--- src/rtl/hilo_mult_ctrl.sv ---
// ============================================================================
// Module   : hilo_mult_ctrl
// Purpose  : HI/LO owner and 32-iteration shift-add MULT/MULTU sequencer.
//            Optional HILO_FWD_EN forwards MTHI/MTLO data onto hi/lo.
// Revision : 1.0
// ============================================================================
`default_nettype none

module hilo_mult_ctrl #(
  parameter int ITERS = 32
) (
  input  logic        clk,
  input  logic        rst,
  input  logic        start,
  input  logic        signed_op,
  input  logic [31:0] op_a,
  input  logic [31:0] op_b,
  input  logic        mthi_wb,
  input  logic        mtlo_wb,
  input  logic [31:0] wdata_wb,
  input  logic        mfhi_req,
  input  logic        mflo_req,
  output logic [31:0] hi,
  output logic [31:0] lo,
  output logic        busy,
  output logic        done,
  output logic        stall
);

  localparam int CNT_W = $clog2(ITERS);
  localparam logic [CNT_W-1:0] LAST_CNT = CNT_W'(ITERS - 1);

  typedef enum logic [1:0] {
    IDLE = 2'd0,
    RUN  = 2'd1,
    FIX  = 2'd2
  } state_t;

  state_t           r_state;
  state_t           w_state_nxt;
  logic [CNT_W-1:0] r_count;
  logic [63:0]      r_acc;
  logic [31:0]      r_mag_a;
  logic [31:0]      r_mag_b;
  logic             r_neg;
  logic [31:0]      r_hi;
  logic [31:0]      r_lo;
  logic             r_done;

  logic             w_abort;
  logic [32:0]      w_sum;
  logic [63:0]      w_acc_step;
  logic [63:0]      w_product;
  logic [31:0]      w_abs_a;
  logic [31:0]      w_abs_b;

  assign busy    = (r_state != IDLE);
  assign stall   = busy & (start | mfhi_req | mflo_req);
  assign done    = r_done;
  // A younger MTHI/MTLO retiring while the unit is busy kills the multiply.
  assign w_abort = busy & (mthi_wb | mtlo_wb);

  // Two's-complement negate leaves 0x80000000 unchanged, which is its magnitude.
  assign w_abs_a = (signed_op & op_a[31]) ? (~op_a + 32'd1) : op_a;
  assign w_abs_b = (signed_op & op_b[31]) ? (~op_b + 32'd1) : op_b;

  assign w_sum      = {1'b0, r_acc[63:32]} + (r_mag_b[0] ? {1'b0, r_mag_a} : 33'd0);
  assign w_acc_step = {w_sum, r_acc[31:1]};
  assign w_product  = r_neg ? (~r_acc + 64'd1) : r_acc;

  always_ff @(posedge clk) begin
    if (rst) begin
      r_state <= IDLE;
    end else begin
      r_state <= w_state_nxt;
    end
  end

  always_comb begin
    w_state_nxt = r_state;
    case (r_state)
      IDLE:    if (start) w_state_nxt = RUN;
      RUN:     if (r_count == LAST_CNT) w_state_nxt = FIX;
      FIX:     w_state_nxt = IDLE;
      default: w_state_nxt = IDLE;
    endcase
    if (w_abort) w_state_nxt = IDLE;
  end

  always_ff @(posedge clk) begin
    if (rst) begin
      r_count <= '0;
      r_acc   <= '0;
      r_mag_a <= '0;
      r_mag_b <= '0;
      r_neg   <= 1'b0;
      r_hi    <= '0;
      r_lo    <= '0;
      r_done  <= 1'b0;
    end else begin
      r_done <= (r_state == FIX) && !w_abort;
      case (r_state)
        IDLE: begin
          if (start) begin
            r_mag_a <= w_abs_a;
            r_mag_b <= w_abs_b;
            r_neg   <= signed_op & (op_a[31] ^ op_b[31]);
            r_acc   <= '0;
            r_count <= '0;
          end
        end
        RUN: begin
          r_acc   <= w_acc_step;
          r_mag_b <= {1'b0, r_mag_b[31:1]};
          r_count <= r_count + 1'b1;
        end
        default: ;
      endcase
      if ((r_state == FIX) && !w_abort) begin
        r_hi <= w_product[63:32];
        r_lo <= w_product[31:0];
      end
      // WB writes come last so they override a product landing on the same edge.
      if (mthi_wb) r_hi <= wdata_wb;
      if (mtlo_wb) r_lo <= wdata_wb;
    end
  end

`ifdef HILO_FWD_EN
  assign hi = mthi_wb ? wdata_wb : r_hi;
  assign lo = mtlo_wb ? wdata_wb : r_lo;
`else
  assign hi = r_hi;
  assign lo = r_lo;
`endif

endmodule

`default_nettype wire

--- config.mk ---
export PLATFORM = sky130hd
export DESIGN_NAME = hilo_mult_ctrl
export DESIGN_NICKNAME = d
export VERILOG_FILES = /design/src/rtl/hilo_mult_ctrl.sv
export SDC_FILE = /design/constraint.sdc
export NUM_CORES = 1
export LEC_CHECK = 0
export ABC_AREA = 1
export CORE_UTILIZATION = 57
export CTS_BUF_LIST = sky130_fd_sc_hd__clkbuf_16
export CTS_CLUSTER_DIAMETER = 80
export CTS_CLUSTER_SIZE = 14
export DETAILED_ROUTE_END_ITERATION = 6
export PLACE_DENSITY = 0.81
export SYNTH_ARGS = -nofsm -noshare
export SYNTH_HDL_FRONTEND = slang
export SYNTH_SLANG_ARGS = --single-unit
--- constraint.sdc ---
create_clock -name clk -period 3.2 [get_ports clk]
set_clock_uncertainty 0.05 [all_clocks]
set_input_delay 0.8 -clock clk [delete_from_list [all_inputs] [get_ports clk]]
set_output_delay 0.8 -clock clk [all_outputs]
set_load 0.01 [all_outputs]
== Word-level counts from Yosys, hierarchy flattened ==
Cells that the tools add are included.

* Word-level logic and storage cells: 59
* Bits in registers: 201

* Reduce and logical (&&, ||, !) cells: 11
* Add/sub/neg operators: 5
* Mux-type cells: 17
* Bitwise operators: 12
* Eq/ne operators: 5

{| class="wikitable"
|+ Operators by type and width
! kind !! number
|-
| two-way mux 32 bit || 8
|-
| two-way mux 64 bit || 2
|-
| one-hot mux 64 bit (2 select lines) || 1
|-
| adder 32 x 1 -> 32 bit, second input constant || 2
|-
| adder 64 x 1 -> 64 bit, second input constant || 1
|-
| NOT 32 bit || 2
|-
| NOT 64 bit || 1
|-
| one-hot mux 32 bit (2 select lines) || 1
|-
| adder 32 x 32 -> 33 bit || 1
|-
| one-hot mux 5 bit (2 select lines) || 1
|-
| nonzero test 2 bit || 4
|-
| AND reduction 2 bit || 3
|-
| adder 5 x 1 -> 5 bit, second input constant || 1
|-
| AND 1 bit || 5
|-
| equality test 5 bit, second input constant || 1
|-
| two-way mux 5 bit || 1
|-
| two-way mux 2 bit || 2
|-
| inequality test 2 bit, second input constant || 2
|-
| one-hot mux 2 bit (2 select lines) || 1
|-
| bitwise OR 1 bit || 3
|-
| equality test 2 x 1 -> 1 bit, second input constant || 1
|-
| equality test 2 bit, second input constant || 1
|-
| zero test 2 bit || 1
|-
| OR reduction 2 bit || 1
|-
| other kinds (3) || 3
|}

== Logic depth before layout (Yosys ltp) ==
* Word-level depth: 6
* Gate-level depth with buffers: 18

== Worst setup path after synthesis ==
OpenSTA, ideal clock, no wires.

* Path kind: register to register
* Start point: register r_mag_b[0]
* End point: register r_acc[63]
* Stages on the path, launching flop included: 19
* Library setup time: 0.070 ns
* Data arrival time: 2.202 ns
* Buffers on the path: 2
* Required time: 3.080 ns
* Setup slack: 0.877 ns
* Clock period less this slack: 2.323 ns
* Cells stage by stage: dfxtp_1 clkbuf_1 clkbuf_1 nand2_1 inv_1 ha_1 inv_1 fa_1 inv_1 nand3_1 nand3_1 nand2_1 nand2_1 nand3_1 nand2_1 nand2_1 nand2_1 nand2_1 a21oi_1

* Longest elaborated chain between the ends: 3

{| class="wikitable"
|+ Ends and longest elaborated chain
! element !! line !! RTL
|-
| start: declaration || 44 || <nowiki>logic [31:0] r_mag_b;</nowiki>
|-
| start signal: assignment || 106 || <nowiki>r_mag_b <= w_abs_b;</nowiki>
|-
| start signal: assignment || 114 || <nowiki>r_mag_b <= {1'b0, r_mag_b[31:1]};</nowiki>
|-
| two-way mux 32 bit || 67 || <nowiki>assign w_sum = {1'b0, r_acc[63:32]} + (r_mag_b[0] ? {1'b0, r_mag_a} : 33'd0);</nowiki>
|-
| adder 32 x 32 -> 33 bit || 67 ||
|-
| one-hot mux 64 bit (2 select lines) || 102 || <nowiki>case (r_state)</nowiki>
|-
| end signal: assignment || 113 || <nowiki>r_acc <= w_acc_step;</nowiki>
|-
| end: declaration || 42 || <nowiki>logic [63:0] r_acc;</nowiki>
|}

Every way passes these cells.
A chain may end at the register's enable or synchronous reset.

== Worst setup path after layout ==
* Start point: input start
* End point: output stall

* Longest elaborated chain between the ends: 3

{| class="wikitable"
|+ Ends and longest elaborated chain
! element !! line !! RTL
|-
| start: declaration || 14 || <nowiki>input logic start,</nowiki>
|-
| bitwise OR 1 bit (2 in series) || 58 || <nowiki>assign stall = busy & (start | mfhi_req | mflo_req);</nowiki>
|-
| AND 1 bit || 58 ||
|-
| end: declaration || 27 || <nowiki>output logic stall</nowiki>
|}

Every way passes these cells.

==> flow_results.org <==
** Run status
- The run finished with clean final reports.

** STA
- Slew headroom :: 0.529
- The worst path in the final design needs a cycle of about 2.8 ns, including I/O delays and setup.
- Setup slack closes at ~0.4 ns.
- For the final routed database, the setup TNS stands at 0 ns.
- Of the available clock period, the critical path in the final layout requires 0.876.
- Setup violations remaining at the end of the flow were counted as 0.
- The total count of max-transition violations in the final report is 0.
- The hold violation total from the final report came to 0.
- Setup repair after global routing left no endpoint under its margin.
- Timing would allow up to between 300 and 400 MHz.
- Transition time at the pin with the least slew margin :: between 0.7 and 0.8 ns

** Clock tree
- TritonCTS built the clock tree.
- Gates resized, CTS repair :: 0
- For this design, the CTS-stage hold fixing added 0 buffers.
- CTS placed an instance of sky130_fd_sc_hd__clkbuf_16 at the clock tree root.
- CTS HTree Levels :: 1
- After clock tree synthesis, the clock-pin slew on the worst setup and hold paths is 0.06 ns.
- Postcts setup bufs :: 0
- CTS sink count :: about 200
- Clock insertion delay at the later pin of the skew report :: around 0.51 ns
- Counting along the longest clock path gives a buffer depth of 3.
- Cts bufs inserted :: 18

** Cells and area
- Area of all placed cells without fillers :: approximately 0.017 mm^2
- Most frequent cells in the layout :: 827 x sky130_fd_sc_hd__nand2_1, 342 x sky130_fd_sc_hd__inv_1, 235 x sky130_fd_sc_hd__nand3_1
- Area grow syn2layout :: 16.9%
- The number of antenna diodes in the final layout is 0.
- Counting the fill cells in the layout gives approximately 2300.
- The final layout contains 2744 nets.
- Fraction of the core area covered by cells at the end of the flow :: 0.684
- Most common cell after layout, fill and taps aside :: sky130_fd_sc_hd__nand2_1
- Of the cells placed in the final design, the portion with a size suffix greater than 1 is 0.0372.

** Critical path
- Worst-case register-to-register setup slack :: between 0.5 and 0.6 ns
- Data arrives at the worst endpoint at between 1.5 and 2 ns.
- Sort of element at the start of the critical path :: input pin
- Sort of element at the end of the critical path :: primary output
- Worst EP required :: around 2.4 ns
- Of all nets on the critical path, the largest fanout is 2.
- Worst setup path category :: in -> out

** Power and ir drop
- Power Dens Cells :: approximately 350 mW/mm^2
- VDD sags by at most around 360 uV.
- Standby leakage power :: around 8.3 nW
- Power after layout :: 5.81 mW

** Logic synthesis
- Net count of the mapped netlist :: 2620
- Combined area of all synthesized cells :: between 0.01 and 0.015 mm^2
- Flops & latches, synth :: ~200
- EDFF count, synth :: 0
- For this run, the number of Yosys warnings is 0.
- In the synthesized netlist the async set-or-reset flop fraction comes to 0.
- Post-Synthesis Mean Instance Area :: between 5 and 6 um^2
- The share of the Yosys chip area taken by registers is 0.281.
- Number of instances in the synthesized netlist :: about 2500
- Number of unique standard cell types used by synthesis :: 43
- After synthesis, the cell types taking the most area are sky130_fd_sc_hd__dfxtp_1 28%, sky130_fd_sc_hd__nand2_1 22%, sky130_fd_sc_hd__inv_1 8.9%, sky130_fd_sc_hd__nand3_1 8.2%, sky130_fd_sc_hd__nor2_1 5.9%.
- Of the post-synthesis cell area, the dominant cell type holds 0.281.
- Synth Flop Type :: sky130_fd_sc_hd__dfxtp_1
- Largest area contributor in the netlist :: sky130_fd_sc_hd__dfxtp_1

** Detailed routing
- Total wire length :: ~48000 um
- Detail-routed via count per cell :: approximately 5.7
- For this block, the initial DRC count from the detailed router was around 2000.
- DRC violations left :: 0
- Residual antenna-violating net count after detailed routing :: 0
- DR pass1 iterations :: 6
- Routed length per placed instance :: ~17 um
- Total number of vias :: about 17000

** Placement
- Placer congestion estimate :: slightly below 1
- DPL Wire Length :: ~38000 um
- Summing all placed instances gives a cell area of about 0.016 mm^2.
- During placement, the flow inserted port buffers numbering 170.
- OpenSTA, run right after detailed placement, puts the worst setup slack at about 0.40 ns.

** Global route
- The initial antenna violation count was 0.
- Maximum number of pins on one net before global-route repair :: 68
- Vias in the first global route :: 15000
- First-pass GRT wire length :: slightly below 80000 um
- Total overflow reported by the global router :: 0
- For this run, the total global-route usage over all layers was measured as 0.370.

** Worst hold path
- The tightest min-delay check is of the reg -> reg type.

** Die
- In this run the standard cell core region covers between 0.02 and 0.025 mm^2.
- Measured along the x axis, the die boundary spans 160 um.
- The floorplan has between 50 and 60 rows.
- I/O pin total :: 171
- The die covers 0.0257 mm^2.
- Die height :: 160 um
- Starting utilization of the core area :: 0.585

** Job
- The tool flagged a number of max-cap violations equal to 0.
-- state kept, by name, summed over array words and instances (netlist names) --
register	flops
hi	32
r_state	2
r_count	5
r_mag_a	32
r_neg	1
done	1
r_mag_b	32
r_acc	64
lo	32
-- per-stage QoR --
stage	instances	hold slack [ns]
2_1_floorplan	2478	0.394
3_3_place_gp	2906	0.402
3_5_place_dp	2906	0.417
4_1_cts	2929	0.425
5_1_grt	2929	0.451
6_report	2929	0.432
-- Yosys cell counts (all sizes together), types with 7 or more instances --
| cell type | count |
|---|---|
| clkbuf | 46 |
| nand3 | 239 |
| nand2 | 832 |
| nand4 | 38 |
| inv | 351 |
| ha | 37 |
| nor3 | 23 |
| buf | 46 |
| dfxtp | 201 |
| a21oi | 161 |
| xor2 | 22 |
| o21ai | 144 |
| nand3b | 7 |
| a31oi | 30 |
| o211ai | 9 |
| or2 | 12 |
| a22oi | 18 |
| nor2 | 236 |
-- worst max-delay path, stage by stage --
cell                              delay [ns]
sky130_fd_sc_hd__clkdlybuf4s50_1        0.48
sky130_fd_sc_hd__nor3_1                 0.05
sky130_fd_sc_hd__nor2_1                 0.08
sky130_fd_sc_hd__clkdlybuf4s50_1        0.54
-- worst paths after layout --
path	startpoint	to	depth (start not counted)
min	r_count[3]	r_count[3]	2
min reg2reg	r_count[3]	r_count[3]	2
max reg2reg	r_mag_b[0]	r_acc[63]	17
max	start	stall	4
-- metal layers --
layer  part of all wire  track usage
met1               0.43        0.512
met2               0.43        0.588
met3               0.10       0.0524
met4              0.034        0.123
met5                  0            0
-- final cells by class --
cell class	count	area [um^2]	area share
multi-input combinational	1830	8560	0.512
clock inverter	5	35.0	0.00209
sequential	201	4030	0.241
clock buffer	18	450	0.0269
timing repair buffer	196	1920	0.115
inverter	355	1330	0.0797
tap	324	405	0.0242
-- power by group --
group	total, mW	switching (mW)	leakage [nW]	internal (mW)
logic	1.12	0.684	6.46	0.436
clock network	1.97	0.962	0.241	1.01
registers	2.71	0.0829	1.65	2.63
total	5.81	1.73	8.35	4.08
-- cells by family (layout without fill, tap and decap cells) --
family / count (synthesis) / after routing / share of synthesized area
XOR/XNOR: 22 / 22 / 0.0135
adder cells (fa/ha/maj): 38 / 38 / 0.0337
flip-flops: 201 / 201 / 0.281
AND/OR/NAND/NOR: 1392 / 1392 / 0.407
buffers and inverters: 447 / 574 / 0.121
AO/OA/AOI/OAI: 378 / 378 / 0.144
Power figures use the tool's default switching activity.
